==> config.mk <==
export PLATFORM = sky130hd
export DESIGN_NAME = mul4_shift_add_ctrl_flat
export DESIGN_NICKNAME = d
export VERILOG_FILES = /design/src/rtl/mul4_shift_add_ctrl_if.sv /design/src/rtl/mul4_shift_add_ctrl.sv /design/src/flat_wrapper.sv
export SDC_FILE = /design/constraint.sdc
export NUM_CORES = 1
export LEC_CHECK = 0
export BUFFER_PORTS_ARGS = -buffer_cell sky130_fd_sc_hd__buf_2
export CAP_MARGIN = 20
export CORE_MARGIN = 2
export CORE_UTILIZATION = 45
export CTS_CLUSTER_DIAMETER = 50
export DETAILED_ROUTE_END_ITERATION = 16
export PLACE_DENSITY = 0.73
export SYNTH_ARGS = -nofsm -noshare
export SYNTH_HDL_FRONTEND = slang
export SYNTH_SLANG_ARGS = --single-unit
==> constraint.sdc <==
create_clock -name clk -period 1.4 [get_ports clk]
set_input_delay 0.14 -clock clk [delete_from_list [all_inputs] [get_ports clk]]
set_output_delay 0.14 -clock clk [all_outputs]
set_load 0.01 [all_outputs]
==> src/rtl/mul4_shift_add_ctrl_if.sv <==
// Bundle of the multiplier's request/result handshake and its external adder bus.
// slave is the controller side; master is whoever issues requests and hosts the adder.
interface mul4_shift_add_ctrl_if #(
  parameter int WIDTH = 4
);
  logic                   start;
  logic [WIDTH-1:0]       multiplicand;
  logic [WIDTH-1:0]       multiplier;
  logic [2*WIDTH-1:0]     product;
  logic                   busy;
  logic                   done;
  logic [WIDTH-1:0]       add_a;
  logic [WIDTH-1:0]       add_b;
  logic                   add_cin;
  logic [WIDTH-1:0]       add_sum;
  logic                   add_cout;

  modport slave (
    input  start, multiplicand, multiplier, add_sum, add_cout,
    output product, busy, done, add_a, add_b, add_cin
  );

  modport master (
    output start, multiplicand, multiplier, add_sum, add_cout,
    input  product, busy, done, add_a, add_b, add_cin
  );
endinterface

==> src/rtl/mul4_shift_add_ctrl.sv <==
// Sequential unsigned shift-add multiplier: one partial product per clock through an
// external combinational adder, with a start/busy/done handshake.
module mul4_shift_add_ctrl #(
  parameter int WIDTH = 4
) (
  input logic                  clk,
  input logic                  rst,
  mul4_shift_add_ctrl_if.slave bus
);

  localparam int CNT_W = (WIDTH > 1) ? $clog2(WIDTH) : 1;
  localparam logic [CNT_W-1:0] CNT_LAST = CNT_W'(WIDTH - 1);

  typedef enum logic [1:0] {
    IDLE = 2'b00,
    CALC = 2'b01,
    DONE = 2'b10
  } state_t;

  state_t               state;
  state_t               state_nxt;
  logic [WIDTH-1:0]     acc;
  logic [WIDTH-1:0]     q;
  logic [WIDTH-1:0]     m;
  logic [CNT_W-1:0]     cnt;
  logic [2*WIDTH-1:0]   product_r;
  logic [2*WIDTH-1:0]   shifted;

  // Partial sum (with adder carry) shifted right by one into the {acc,q} pair.
  assign shifted = {bus.add_cout, bus.add_sum, q[WIDTH-1:1]};

  function automatic logic [WIDTH-1:0] sel_addend(input logic q_lsb,
                                                  input logic [WIDTH-1:0] mcand);
    return q_lsb ? mcand : '0;
  endfunction

  always_ff @(posedge clk) begin
    if (rst) state <= IDLE;
    else     state <= state_nxt;
  end

  always_comb begin
    state_nxt = state;
    case (state)
      IDLE:    if (bus.start) state_nxt = CALC;
      CALC:    if (cnt == CNT_LAST) state_nxt = DONE;
      DONE:    state_nxt = IDLE;
      default: state_nxt = IDLE;
    endcase
  end

  // Adder is only driven while iterating; otherwise held at zero.
  always_comb begin
    bus.add_a   = '0;
    bus.add_b   = '0;
    bus.add_cin = 1'b0;
    if (state == CALC) begin
      bus.add_a = acc;
      bus.add_b = sel_addend(q[0], m);
    end
  end

  always_ff @(posedge clk) begin
    if (rst) begin
      acc       <= '0;
      q         <= '0;
      m         <= '0;
      cnt       <= '0;
      product_r <= '0;
    end else begin
      case (state)
        IDLE: begin
          if (bus.start) begin
            m   <= bus.multiplicand;
            q   <= bus.multiplier;
            acc <= '0;
            cnt <= '0;
          end
        end
        CALC: begin
          {acc, q} <= shifted;
          cnt      <= cnt + CNT_W'(1);
          if (cnt == CNT_LAST) product_r <= shifted;
        end
        default: ;
      endcase
    end
  end

  assign bus.product = product_r;
  assign bus.busy    = (state != IDLE);
  assign bus.done    = (state == DONE);

endmodule

==> src/flat_wrapper.sv <==
// flat-port wrapper written by rule: the top's interface ports become plain ports
module mul4_shift_add_ctrl_flat 
#(
  parameter int WIDTH = 4
)
  (clk, rst, bus_start, bus_multiplicand, bus_multiplier, bus_add_sum, bus_add_cout, bus_product, bus_busy, bus_done, bus_add_a, bus_add_b, bus_add_cin);
  mul4_shift_add_ctrl_if #(.WIDTH(WIDTH)) bus_i ();
  input logic clk;
  input logic rst;
  input wire logic [$bits(bus_i.start)-1:0] bus_start;
  input wire logic [$bits(bus_i.multiplicand)-1:0] bus_multiplicand;
  input wire logic [$bits(bus_i.multiplier)-1:0] bus_multiplier;
  input wire logic [$bits(bus_i.add_sum)-1:0] bus_add_sum;
  input wire logic [$bits(bus_i.add_cout)-1:0] bus_add_cout;
  output wire logic [$bits(bus_i.product)-1:0] bus_product;
  output wire logic [$bits(bus_i.busy)-1:0] bus_busy;
  output wire logic [$bits(bus_i.done)-1:0] bus_done;
  output wire logic [$bits(bus_i.add_a)-1:0] bus_add_a;
  output wire logic [$bits(bus_i.add_b)-1:0] bus_add_b;
  output wire logic [$bits(bus_i.add_cin)-1:0] bus_add_cin;
  assign bus_i.start = bus_start;
  assign bus_i.multiplicand = bus_multiplicand;
  assign bus_i.multiplier = bus_multiplier;
  assign bus_i.add_sum = bus_add_sum;
  assign bus_i.add_cout = bus_add_cout;
  assign bus_product = bus_i.product;
  assign bus_busy = bus_i.busy;
  assign bus_done = bus_i.done;
  assign bus_add_a = bus_i.add_a;
  assign bus_add_b = bus_i.add_b;
  assign bus_add_cin = bus_i.add_cin;
  mul4_shift_add_ctrl #(.WIDTH(WIDTH)) u_core (.clk(clk), .rst(rst), .bus(bus_i));
endmodule
Word level (Yosys, flattened, before mapping)
Cells that the tools add are included.
- flip-flop bits (word level): 24
- output and inout port bits: 19
- equal/unequal tests: 5
- reductions and logical operators: 7
- $add $sub $neg: 1
- muxes and demuxes: 12
- operators by type and width (operator ; count):
    $mux W4 ; 5
    $pmux W4 S2 ; 2
    $pmux W2 S2 ; 2
    $reduce_and A2 Y1 ; 4
    $mux W2 ; 3
    $eq A2 B2 Y1 const B ; 2
    $ne A2 B2 Y1 const B ; 2
    $reduce_bool A2 Y1 ; 2
    $add A2 B1 Y2 const B ; 1
    $eq A2 B1 Y1 const B ; 1
    $logic_not A2 Y1 ; 1

Longest topological paths before layout
Gate-level depths: netlist of run 1.
- depth after elaboration: 3
- depth in mapped cells: 5
- gate-level depth less buffers: 4

Worst setup path before layout of run 1
Ideal clock, no wire load.
- kind: register to register
- start point: register u_core.state[1]
- end point: register u_core.m[0]
- period minus slack after synthesis: 1146 ps
- arrival time: 1018 ps
- stages on the path, launching flop included: 5
- required time: 1271 ps
- path slack: 254 ps
- setup time: 129 ps
- cells stage by stage: dfxtp_1 -> or3b_1 -> buf_6 -> mux2i_1 -> nor2_1
- longest elaborated chain between the ends: 2
- ends and longest elaborated chain (element ; RTL line ; text):
    start: declaration ; mul4_shift_add_ctrl.sv:20 ; state_t state;
    start signal: assignment ; mul4_shift_add_ctrl.sv:39 ; else state <= state_nxt;
    $logic_not A2 Y1 ; mul4_shift_add_ctrl.sv:71 ; case (state)
    $reduce_and A2 Y1 (no source line) ; -- ;
    end signal: assignment ; mul4_shift_add_ctrl.sv:74 ; m <= bus.multiplicand;
    end: declaration ; mul4_shift_add_ctrl.sv:24 ; logic [WIDTH-1:0] m;
Every way passes these cells.
A chain may end at the register's enable or synchronous reset.

Worst setup path in the final report of run 1
- start point: register u_core.state[1]
- end point: output port bus_add_b[3]
- longest elaborated chain between the ends: 2
- ends and longest elaborated chain (element ; RTL line ; text):
    $eq A2 B1 Y1 ; mul4_shift_add_ctrl.sv:57 ; if (state == CALC) begin
    $mux W4 ; mul4_shift_add_ctrl.sv:57 ;
    end: declaration ; flat_wrapper.sv:19 ; output wire logic [$bits(bus_i.add_b)-1:0] bus_add_b;
Every way passes these cells.

==> results of run 1 <==
-- through the flow --
step / util, % / setup TNS [ns] / std cells
CTS: 57.21 / 0 / 175
detailed placement: 53.52 / 0 / 168
global placement: 53.52 / 0 / 168
finish: 58.02 / 0 / 176
global route: 58.02 / -0.07625 / 176
floorplan: - / 0 / 114
-- worst paths after layout --
kind                                                          from                                  to  slack (ns)  cells past startpoint
worst min register to register  u_core.bus.product[5]$_SDFFE_PP0P_  u_core.bus.product[5]$_SDFFE_PP0P_        0.46                      2
worst max register to register        u_core.state[1]$_SDFFE_PP0P_            u_core.m[3]$_SDFFE_PP0P_        0.03                      3
worst max-delay path                  u_core.state[1]$_SDFFE_PP0P_                        bus_add_b[3]        0.03                      3
worst min-delay path                                bus_add_sum[1]  u_core.bus.product[4]$_SDFFE_PP0P_        0.05                      3
-- power breakdown --
| part | leakage (nW) | switching (mW) | internal [mW] |
|---|---|---|---|
| clock network | 0.0279 | 0.211 | 0.289 |
| registers | 0.197 | 0.0238 | 0.712 |
| logic | 0.393 | 0.0782 | 0.0758 |
-- final cells by class --
type                    instances  area, sq um
repair buffers                 37        200.2
well taps                      28        35.03
flip-flops and latches         24        488.0
clock buffers                   3        22.52
clock inverters                 1        30.03
multi-input cells              83        483.0
fillers                       225        910.9
-- state kept, by name, summed over array words and instances (netlist names) --
| signal | count |
|---|---|
| u_core.cnt | 2 |
| u_core.m | 4 |
| u_core.q | 4 |
| u_core.bus.product | 8 |
| u_core.state | 2 |
| u_core.acc | 4 |
-- logic make-up after synthesis --
| group | count (synthesis) | synth area share, % |
|---|---|---|
| AND/OR/NAND/NOR | 52 | 24.60 |
| flip-flops | 24 | 47.47 |
| AO/OA/AOI/OAI | 19 | 11.13 |
| multiplexers | 9 | 9.394 |
| buffers and inverters | 8 | 5.810 |
| adder cells (fa/ha/maj) | 1 | 1.236 |
| other | 1 | 0.3705 |
-- tightest hold or removal path, cell delays in order --
cell and delay [ns]:
buf_2 0.10, nand2_1 0.05, a21oi_1 0.05
-- placed cells by master (no fill, tap or decap), drive strengths merged --
cell type | netlist | routed
nand3b | 1 | 1
mux2i | 8 | 8
or2 | 1 | 1
nand2b | 1 | 1
a21oi | 13 | 13
and3b | 1 | 1
nor2 | 11 | 11
and2b | 1 | 2
bufinv | 0 | 1
ha | 1 | 1
nor2b | 1 | 1
or3b | 1 | 1
conb | 1 | 1
buf | 6 | 36
o21ba | 1 | 1
o21a | 1 | 1
mux2 | 1 | 1
dfxtp | 24 | 24
clkbuf | 2 | 3
nand3 | 5 | 5
dlymetal6s2s | 0 | 1
and2 | 4 | 4
a211oi | 4 | 4
and3 | 4 | 4
nand2 | 21 | 21
-- timing repair --
| action | in CTS | in global routing |
|---|---|---|
| setup endpoints to repair | 8 | 10 |
| pin swaps | 0 | 0 |
| gates cloned | 1 | 0 |
| setup buffers | 2 | 1 |
| gates resized for setup | 4 | 3 |
| hold endpoints to repair | 0 | 0 |
-- metal layers --
layer	up-vias	part of all wire (%)	wire length, microns
met3	2	4.0	86
met5	-	0	0
met4	0	0.74	16
met2	18	53	1140
met1	422	42	916
li1	451	-	-
==> out/qor.yml, run 1 <==
outcome: "finished clean"
synthTopCellsByCount: "dfxtp_1 (24), nand2_1 (21), a21oi_1 (13), nor2_1 (10), mux2i_1 (8)"
finalCritPeriodShare_pct: 98.17
ys_async_sr_fraction_pct: 0
avgRoutedWirePerCell_microns: 12.27
ys_warn_count: 0
ys_seq_area_share_pct: 47.47
ios: 35
wl_mm: 2.160
hold_path_class: "primary input to register"
setup_viol: 0
yosysMostFrequentCell: "dfxtp_1"
drv_slew: 0
path_max_fanout: 6
synth_top_area_cell: "dfxtp_1"
whs_ns: 0.05383
fin_crit_ns: 1.374
track_usage_pct: 17.47
vias: 893
netlist_area_sq_mm: 0.001012
first_iter_violations: 3
port_buffers: 33
gp_congestion: 0.7336
clk_latency_ns: 0.31
start_util_pct: 46.66
vias_per_cell: 5.074
htreeDepth: 1
grtUsageMet3_pct: 2.632
cp_top_family: "simple AND/OR/NAND/NOR gates"
ant_nets: 0
cts_root_buf: "clkbuf_4"
busiest_layer: "met2"
crit_required_ns: 1.26
grt-ovfl-total: 0
ys_ff_latch: 24
p_total_mw: 1.389
use_met2_pct: 32.48
critPathMaxStageDelay_ns: 0.39
grt_antenna_before_repair: 0
rsz0062_at_grt: "yes"
leakage_nw: 0.6180
cts_tree: "yes"
synth_cells: 114
path_cells: "and2b_4, and3_1, buf_2"
drive_gt1_share_pct: 31.08
clockBufferDepth: 2
cp_slowest_cell: "dfxtp_4"
die_area_sq_mm: 0.002645
synth_area_per_cell_sq_um: 8.879
dpl_cell_area_sq_mm: 0.001161
end_kind: "output port"
finalHoldViolCount: 0
fmax_mhz: 727.6
synth_area_leaders: "dfxtp_1 (47%), mux2i_1 (7.9%), nand2_1 (7.8%)"
syn_nets: 131
core_sq_mm: 0.002170
yosys.area.top_type_share_pct: 47.47
drv_cap: 0
antenna-diode-count: 0
drt-pass1-iter-count: 3
stdcell_area_sq_mm: 0.001259
grt_use_met1_pct: 19.78
post-place-ws_ns: 0.05526
fp-row-count: 17
numCtsBuffers: 3
synth_cell_types: 26
grt_pass1_wl_mm: 3.456
drc: 0
start_kind: "register"
dieWidth_microns: 51.43
worstPathArrival_ns: 1.23
fin_skew_ns: 0.009934
dp_hpwl_mm: 1.505
clock-sinks: 24
grt_max_degree: 25
cts.clk_slew.worst_paths_ns: 0.14
fin_ws_ns: 0.02563
synth-edff-count: 0
grt_pass1_vias: 821
cp_num_buf_inv: 1
area_growth_pct: 24.35
crit_type: "register to output port"
cts_hold_buf: 0
fin_nets: 166
synthFlopType: "dfxtp_1"
die_h_microns: 51.43
peakVddDrop_uv: 623.6
power_density_mw_per_mm2: 1104
(Power assumes the default switching activity.)
==> run 2: changes to the inputs <==
--- a/config.mk
+++ b/config.mk
@@ -5,13 +5,13 @@
 export SDC_FILE = /design/constraint.sdc
 export NUM_CORES = 1
 export LEC_CHECK = 0
+export ABC_AREA = 1
 export BUFFER_PORTS_ARGS = -buffer_cell sky130_fd_sc_hd__buf_2
 export CAP_MARGIN = 20
-export CORE_MARGIN = 2
 export CORE_UTILIZATION = 45
 export CTS_CLUSTER_DIAMETER = 50
 export DETAILED_ROUTE_END_ITERATION = 16
-export PLACE_DENSITY = 0.73
+export PLACE_DENSITY = 0.72
 export SYNTH_ARGS = -nofsm -noshare
 export SYNTH_HDL_FRONTEND = slang
 export SYNTH_SLANG_ARGS = --single-unit
==> run 2 against run 1 <==
Setup slack better by 0.082 ns; total power is 2.8% higher; critical path depth grew 1; sequential share of layout area decreased by 2.3 points; fmax is 6.3% higher; design area grew 5.2%; wire length is 1.5% higher; sequential power rose by 1%; cell count grew 21%; register-to-register slack better by 0.23 ns; critical path type unchanged; critical endpoint is now bus_add_b[1]; largest power group unchanged.
==> out/qor.yml, run 2 <==
outcome: "finished clean"
cts_hold_buf: 0
ant_nets: 0
layout_common_cells: "nand2_1 (48), buf_2 (33), nor2_1 (29), dfxtp_1 (22), nand3_1 (12)"
numCtsBuffers: 3
crit_required_ns: 1.26
placedCellCount: 208
htreeDepth: 1
drc: 0
synthFlopType: "dfxtp_1"
wl_mm: 2.193
worstPathArrival_ns: 1.15
cts_tree: "yes"
largest_reg_flops: 8
hold_path_class: "primary input to register"
avgRoutedWirePerCell_microns: 10.30
synth_cells: 150
whs_ns: 0.008455
comb_power_share_pct: 12.3
finalHoldViolCount: 0
clock-sinks: 24
fin_skew_ns: 0.005110
mostFrequentLayoutCell: "nand2_1"
yosys.area.top_type_share_pct: 45.61
seq_power_share_pct: 52.1
stdcell_count: 213
start_kind: "register"
ys_warn_count: 0
dpl_cell_area_sq_mm: 0.001232
clockBufferDepth: 2
die_h_microns: 50.39
crit_type: "register to output port"
synth-edff-count: 0
dp_hpwl_mm: 1.597
ys_seq_area_share_pct: 45.61
fp-row-count: 17
syn_nets: 167
p_int_mw: 1.078
synth_top_area_cell: "dfxtp_1"
grt_pass1_wl_mm: 3.753
grt_antenna_before_repair: 0
core_sq_mm: 0.002212
finalSetupTns_ns: 0
stdcell_area_sq_mm: 0.001324
synth_cell_types: 19
start_util_pct: 47.62
grt_max_degree: 19
gp_congestion: 0.7474
grt-ovfl-total: 0
drt-pass1-iter-count: 4
first_iter_violations: 12
drv_cap: 0
netlist_area_sq_mm: 0.001054
clk_latency_ns: 0.33
synth_area_leaders: "dfxtp_1 (46%), nand2_1 (17%), nor2_1 (10%)"
vias_per_cell: 4.620
grt_pass1_vias: 880
drv_slew: 0
cts_root_buf: "clkbuf_4"
synthTopCellsByCount: "nand2_1 (48), nor2_1 (29), dfxtp_1 (24), nand3_1 (12), inv_1 (10)"
synth_area_per_cell_sq_um: 7.023
end_kind: "output port"
rsz0062_at_grt: "no"
die_area_sq_mm: 0.002539
ys_ff_latch: 24
drive_gt1_share_pct: 27.57
vias: 984
power_density_mw_per_mm2: 1079
fill_cells: 219
pwr-share-clk_pct: 35.6
finish.utilization_pct: 59.84
ios: 35
finalCritPeriodShare_pct: 92.33
antenna-diode-count: 0
fin_crit_ns: 1.293
dieWidth_microns: 50.39
switching_share_pct: 24.48
ys_async_sr_fraction_pct: 0
setup_viol: 0
port_buffers: 33
area_growth_pct: 25.65
reg2reg_setup_slack_ns: 0.26
peakVddDrop_uv: 711.7
track_usage_pct: 19.85
path_max_fanout: 13
yosysMostFrequentCell: "nand2_1"
fin_nets: 203
leakage_nw: 0.7039
fmax_mhz: 773.6
switchingPower_mw: 0.3496
cts.clk_slew.worst_paths_ns: 0.13
run 2: metal layers:
layer / GRT usage (%) / wire, microns / up-vias
met5: 0 / 0 / -
met4: 12.04 / 50 / 0
met3: 3.636 / 103 / 5
met2: 30.67 / 958 / 24
met1: 25.47 / 1080 / 430
li1: - / - / 525
run 2: worst paths after layout:
kind | from | to | depth (start not counted)
max | u_core.state[1]$_SDFFE_PP0P_ | bus_add_b[1] | 4
min | bus_add_sum[1] | u_core.bus.product[4]$_SDFFE_PP0P_ | 3
max reg2reg | u_core.state[0]$_SDFFE_PP0P_ | u_core.bus.product[6]$_SDFFE_PP0P_ | 6
min reg2reg | u_core.acc[0]$_SDFFE_PP0P_ | u_core.acc[0]$_SDFFE_PP0P_ | 2
run 2: cells by family after synthesis:
group	count (synthesis)	synth area share, %
AOI/OAI and AO/OA	12	6.294
adders and majority gates	1	1.187
other	1	0.3560
buffers and inverters	19	8.789
and+or+nand+nor	93	37.77
DFF	24	45.61
run 2: repair_timing:
action | CTS | global route
gates cloned | 0 | 0
endpoints found under the setup margin | 8 | 9
resized for setup | 1 | 4
buffers inserted | 1 | 0
run 2: cell type report:
cell class	count	area, sq um	area share [%]
Timing Repair Buffer	37	207.7	15.69
Clock buffer	3	22.52	1.701
Multi-Input combinational cell	107	494.2	37.33
Inverter	13	51.30	3.875
Sequential cell	24	483.0	36.48
Clock inverter	1	30.03	2.268
Tap cell	28	35.03	2.647
run 2: power groups by stage:
stage               Clock [mW]  Combinational, mW  Sequential, mW
floorplan                    0              0.129           0.747
finish                   0.508              0.176           0.744
global route             0.547              0.205           0.749
detailed placement           0              0.173           0.756
CTS                      0.520              0.175           0.741
global placement             0              0.167           0.754
run 2: metrics by stage:
step	setup WS [ns]	total power, mW
after global placement	0.3139	0.9216
after floorplan	0.3781	0.8758
final	0.1073	1.428
after global routing	0.007363	1.500
after detailed placement	0.2863	0.9288
after CTS	0.008049	1.437
run 2: critical path, cell delays in order, from the launching register on:
cell	delay, ns
dfxtp_2	0.38
inv_4	0.11
nand2_8	0.09
nor2_1	0.10
buf_2	0.14
==> run 3: changes to the inputs <==
--- a/config.mk
+++ b/config.mk
@@ -7,11 +7,12 @@
 export LEC_CHECK = 0
 export ABC_AREA = 1
 export BUFFER_PORTS_ARGS = -buffer_cell sky130_fd_sc_hd__buf_2
-export CAP_MARGIN = 20
-export CORE_UTILIZATION = 45
+export CAP_MARGIN = 10
+export CORE_MARGIN = 2
+export CORE_UTILIZATION = 44
 export CTS_CLUSTER_DIAMETER = 50
 export DETAILED_ROUTE_END_ITERATION = 16
-export PLACE_DENSITY = 0.72
+export PLACE_DENSITY = 0.74
 export SYNTH_ARGS = -nofsm -noshare
 export SYNTH_HDL_FRONTEND = slang
 export SYNTH_SLANG_ARGS = --single-unit
==> constraint.sdc (replaced) <==
create_clock -name clk -period 1.1 [get_ports clk]
set_input_delay 0.11 -clock clk [delete_from_list [all_inputs] [get_ports clk]]
set_output_delay 0.11 -clock clk [all_outputs]
set_load 0.01 [all_outputs]
==> run 3 against run 2 <==
The run now ends with setup timing left; sequential cell count unchanged; cell count increased by 7.5%; clock power decreased by 8.7%; clock skew decreased by 0.0015 ns; global-route usage about the same; first-iteration DRC count increased by 50%; design area increased by 25%; via count increased by 16%; sequential power increased by 29%; setup slack got worse by 0.23 ns; utilization increased by 14 points; critical path type unchanged.
==> out/qor.yml, run 3 (synthesis gave the netlist of run 2 again) <==
outcome: "finished with violations"
violations: "setup timing"
gp_congestion: 0.7665
busiest_layer: "met2"
wl_mm: 2.978
layout_common_cells: "nand2_1 (39), buf_2 (28), nor2_1 (21), dfxtp_1 (21), nand3_1 (12)"
clk_latency_ns: 0.32
ant_nets: 0
hold-path-cell-count: 3
rr_worst_depth: 8
post-place-ws_ns: -0.05624
worstPathArrival_ns: 1.12
vias: 1138
hold_path_class: "primary input to register"
grt_pass1_vias: 953
setup_viol: 30
end_kind: "output port"
core_sq_mm: 0.002233
htreeDepth: 1
die_area_sq_mm: 0.002802
drv_cap: 0
grt-ovfl-total: 0
drc: 0
peakVddDrop_uv: 909.4
rsz0062_at_grt: "yes"
dp_hpwl_mm: 1.679
fin_skew_ns: 0.003601
multiInputGateArea_sq_um: 640.6
die_h_microns: 52.93
crit_type: "register to output port"
fmax_mhz: 815.3
fin_nets: 219
leakage_nw: 0.8331
drv_slew: 0
port_buffers: 33
fill_cells: 161
whs_ns: 0.01499
power_density_mw_per_mm2: 1077
ff_latch_area_sq_um: 489.2
clock-sinks: 24
fp-row-count: 17
finalSetupTns_ns: -1.905
vias_per_cell: 4.969
r2r_start: "u_core.state[1]$_SDFFE_PP0P_"
clockBufferDepth: 2
dieWidth_microns: 52.93
track_usage_pct: 19.82
finalCritPeriodShare_pct: 111.5
start_util_pct: 47.17
grt_pass1_wl_mm: 4.064
start_kind: "register"
grtUsageMet3_pct: 3.107
fin_ws_ns: -0.1266
path_max_fanout: 6
grt_use_met1_pct: 24.91
finalHoldViolCount: 0
avgRoutedWirePerCell_microns: 13.00
area_growth_pct: 57.24
dpl_cell_area_sq_mm: 0.001240
grt_antenna_before_repair: 0
min_from: "bus_add_sum[0]"
cts_tree: "yes"
cts.clk_slew.worst_paths_ns: 0.13
drt-pass1-iter-count: 5
first_iter_violations: 18
ios: 35
worst_hold_path.endpoint: "u_core.bus.product[3]$_SDFFE_PP0P_"
antenna-diode-count: 0
r2r_end: "u_core.q[1]$_SDFFE_PP0P_"
reg2reg_setup_slack_ns: -0.08
crit_required_ns: 0.99
stdcell_area_sq_mm: 0.001657
mostFrequentLayoutCell: "nand2_1"
numCtsBuffers: 3
drive_gt1_share_pct: 42.79
use_met2_pct: 32.29
largest_reg_flops: 8
fin_crit_ns: 1.227
grt_max_degree: 19
cts_root_buf: "clkbuf_4"
run 3: changes by cell type in the layout (fill, tap and decap cells not counted), moves of 2 or more:
cell / delta
buf_4: +4
dfxtp_4: +2
nand2_2: +3
dlygate4sd3_1: +4
nor2_2: +4
nand2_4: +6
nor2_1: -8
buf_2: -5
nor2_4: +5
buf_6: +9
a21oi_1: -4
nand2_1: -9
a21oi_2: +4
run 3: layout make-up:
type / instances / area share (%)
Tap cell: 28 / 2.115
Sequential cell: 24 / 29.53
Timing Repair Buffer: 51 / 24.09
Multi-Input combinational cell: 109 / 38.67
Inverter: 13 / 3.399
Clock buffer: 4 / 2.190
run 3: what timing repair did:
action	4_1_cts	5_1_grt
endpoints found under the setup margin	28	28
resized for setup	5	49
pin swaps	1	9
cloned	0	3
hold buffers	4	0
buffers inserted	5	5
hold endpoints to repair	4	0
run 3: layer usage:
metal	up-vias	routed length, microns
li1	565	-
met1	515	1210
met2	49	1530
met3	9	168
met4	0	68
met5	-	0
run 3: power by group:
part,total (mW),leakage [nW],internal (mW),switching (mW)
Clock,0.464,0.0210,0.203,0.261
Combinational,0.363,0.614,0.171,0.193
Sequential,0.958,0.198,0.910,0.0478
Total,1.78,0.833,1.28,0.502
run 3: through the flow:
stage	util [%]	std cells	total power [mW]
2_1_floorplan	-	150	1.115
3_3_place_gp	55.52	209	1.169
3_5_place_dp	55.52	209	1.176
4_1_cts	61.18	222	1.654
5_1_grt	74.17	229	1.875
6_report	74.17	229	1.785
run 3: worst max-delay path by stage:
stage                                        end  cells after the start                         start
finish                              bus_add_b[0]                      4  u_core.state[1]$_SDFFE_PP0P_
global route                        bus_add_b[0]                      3  u_core.state[0]$_SDFFE_PP0P_
CTS                                 bus_add_b[3]                      4  u_core.state[1]$_SDFFE_PP0P_
detailed placement      u_core.q[0]$_SDFFE_PP0P_                      4  u_core.state[0]$_SDFFE_PP0P_
global placement        u_core.q[2]$_SDFFE_PP0P_                      4  u_core.state[0]$_SDFFE_PP0P_
floorplan           u_core.state[0]$_SDFFE_PP0P_                      5  u_core.state[1]$_SDFFE_PP0P_
run 3: critical path, stage by stage (launching register included):
cell and delay (ns):
dfxtp_4 0.39, inv_8 0.10, nand2_8 0.08, nor2_1 0.09, buf_2 0.13
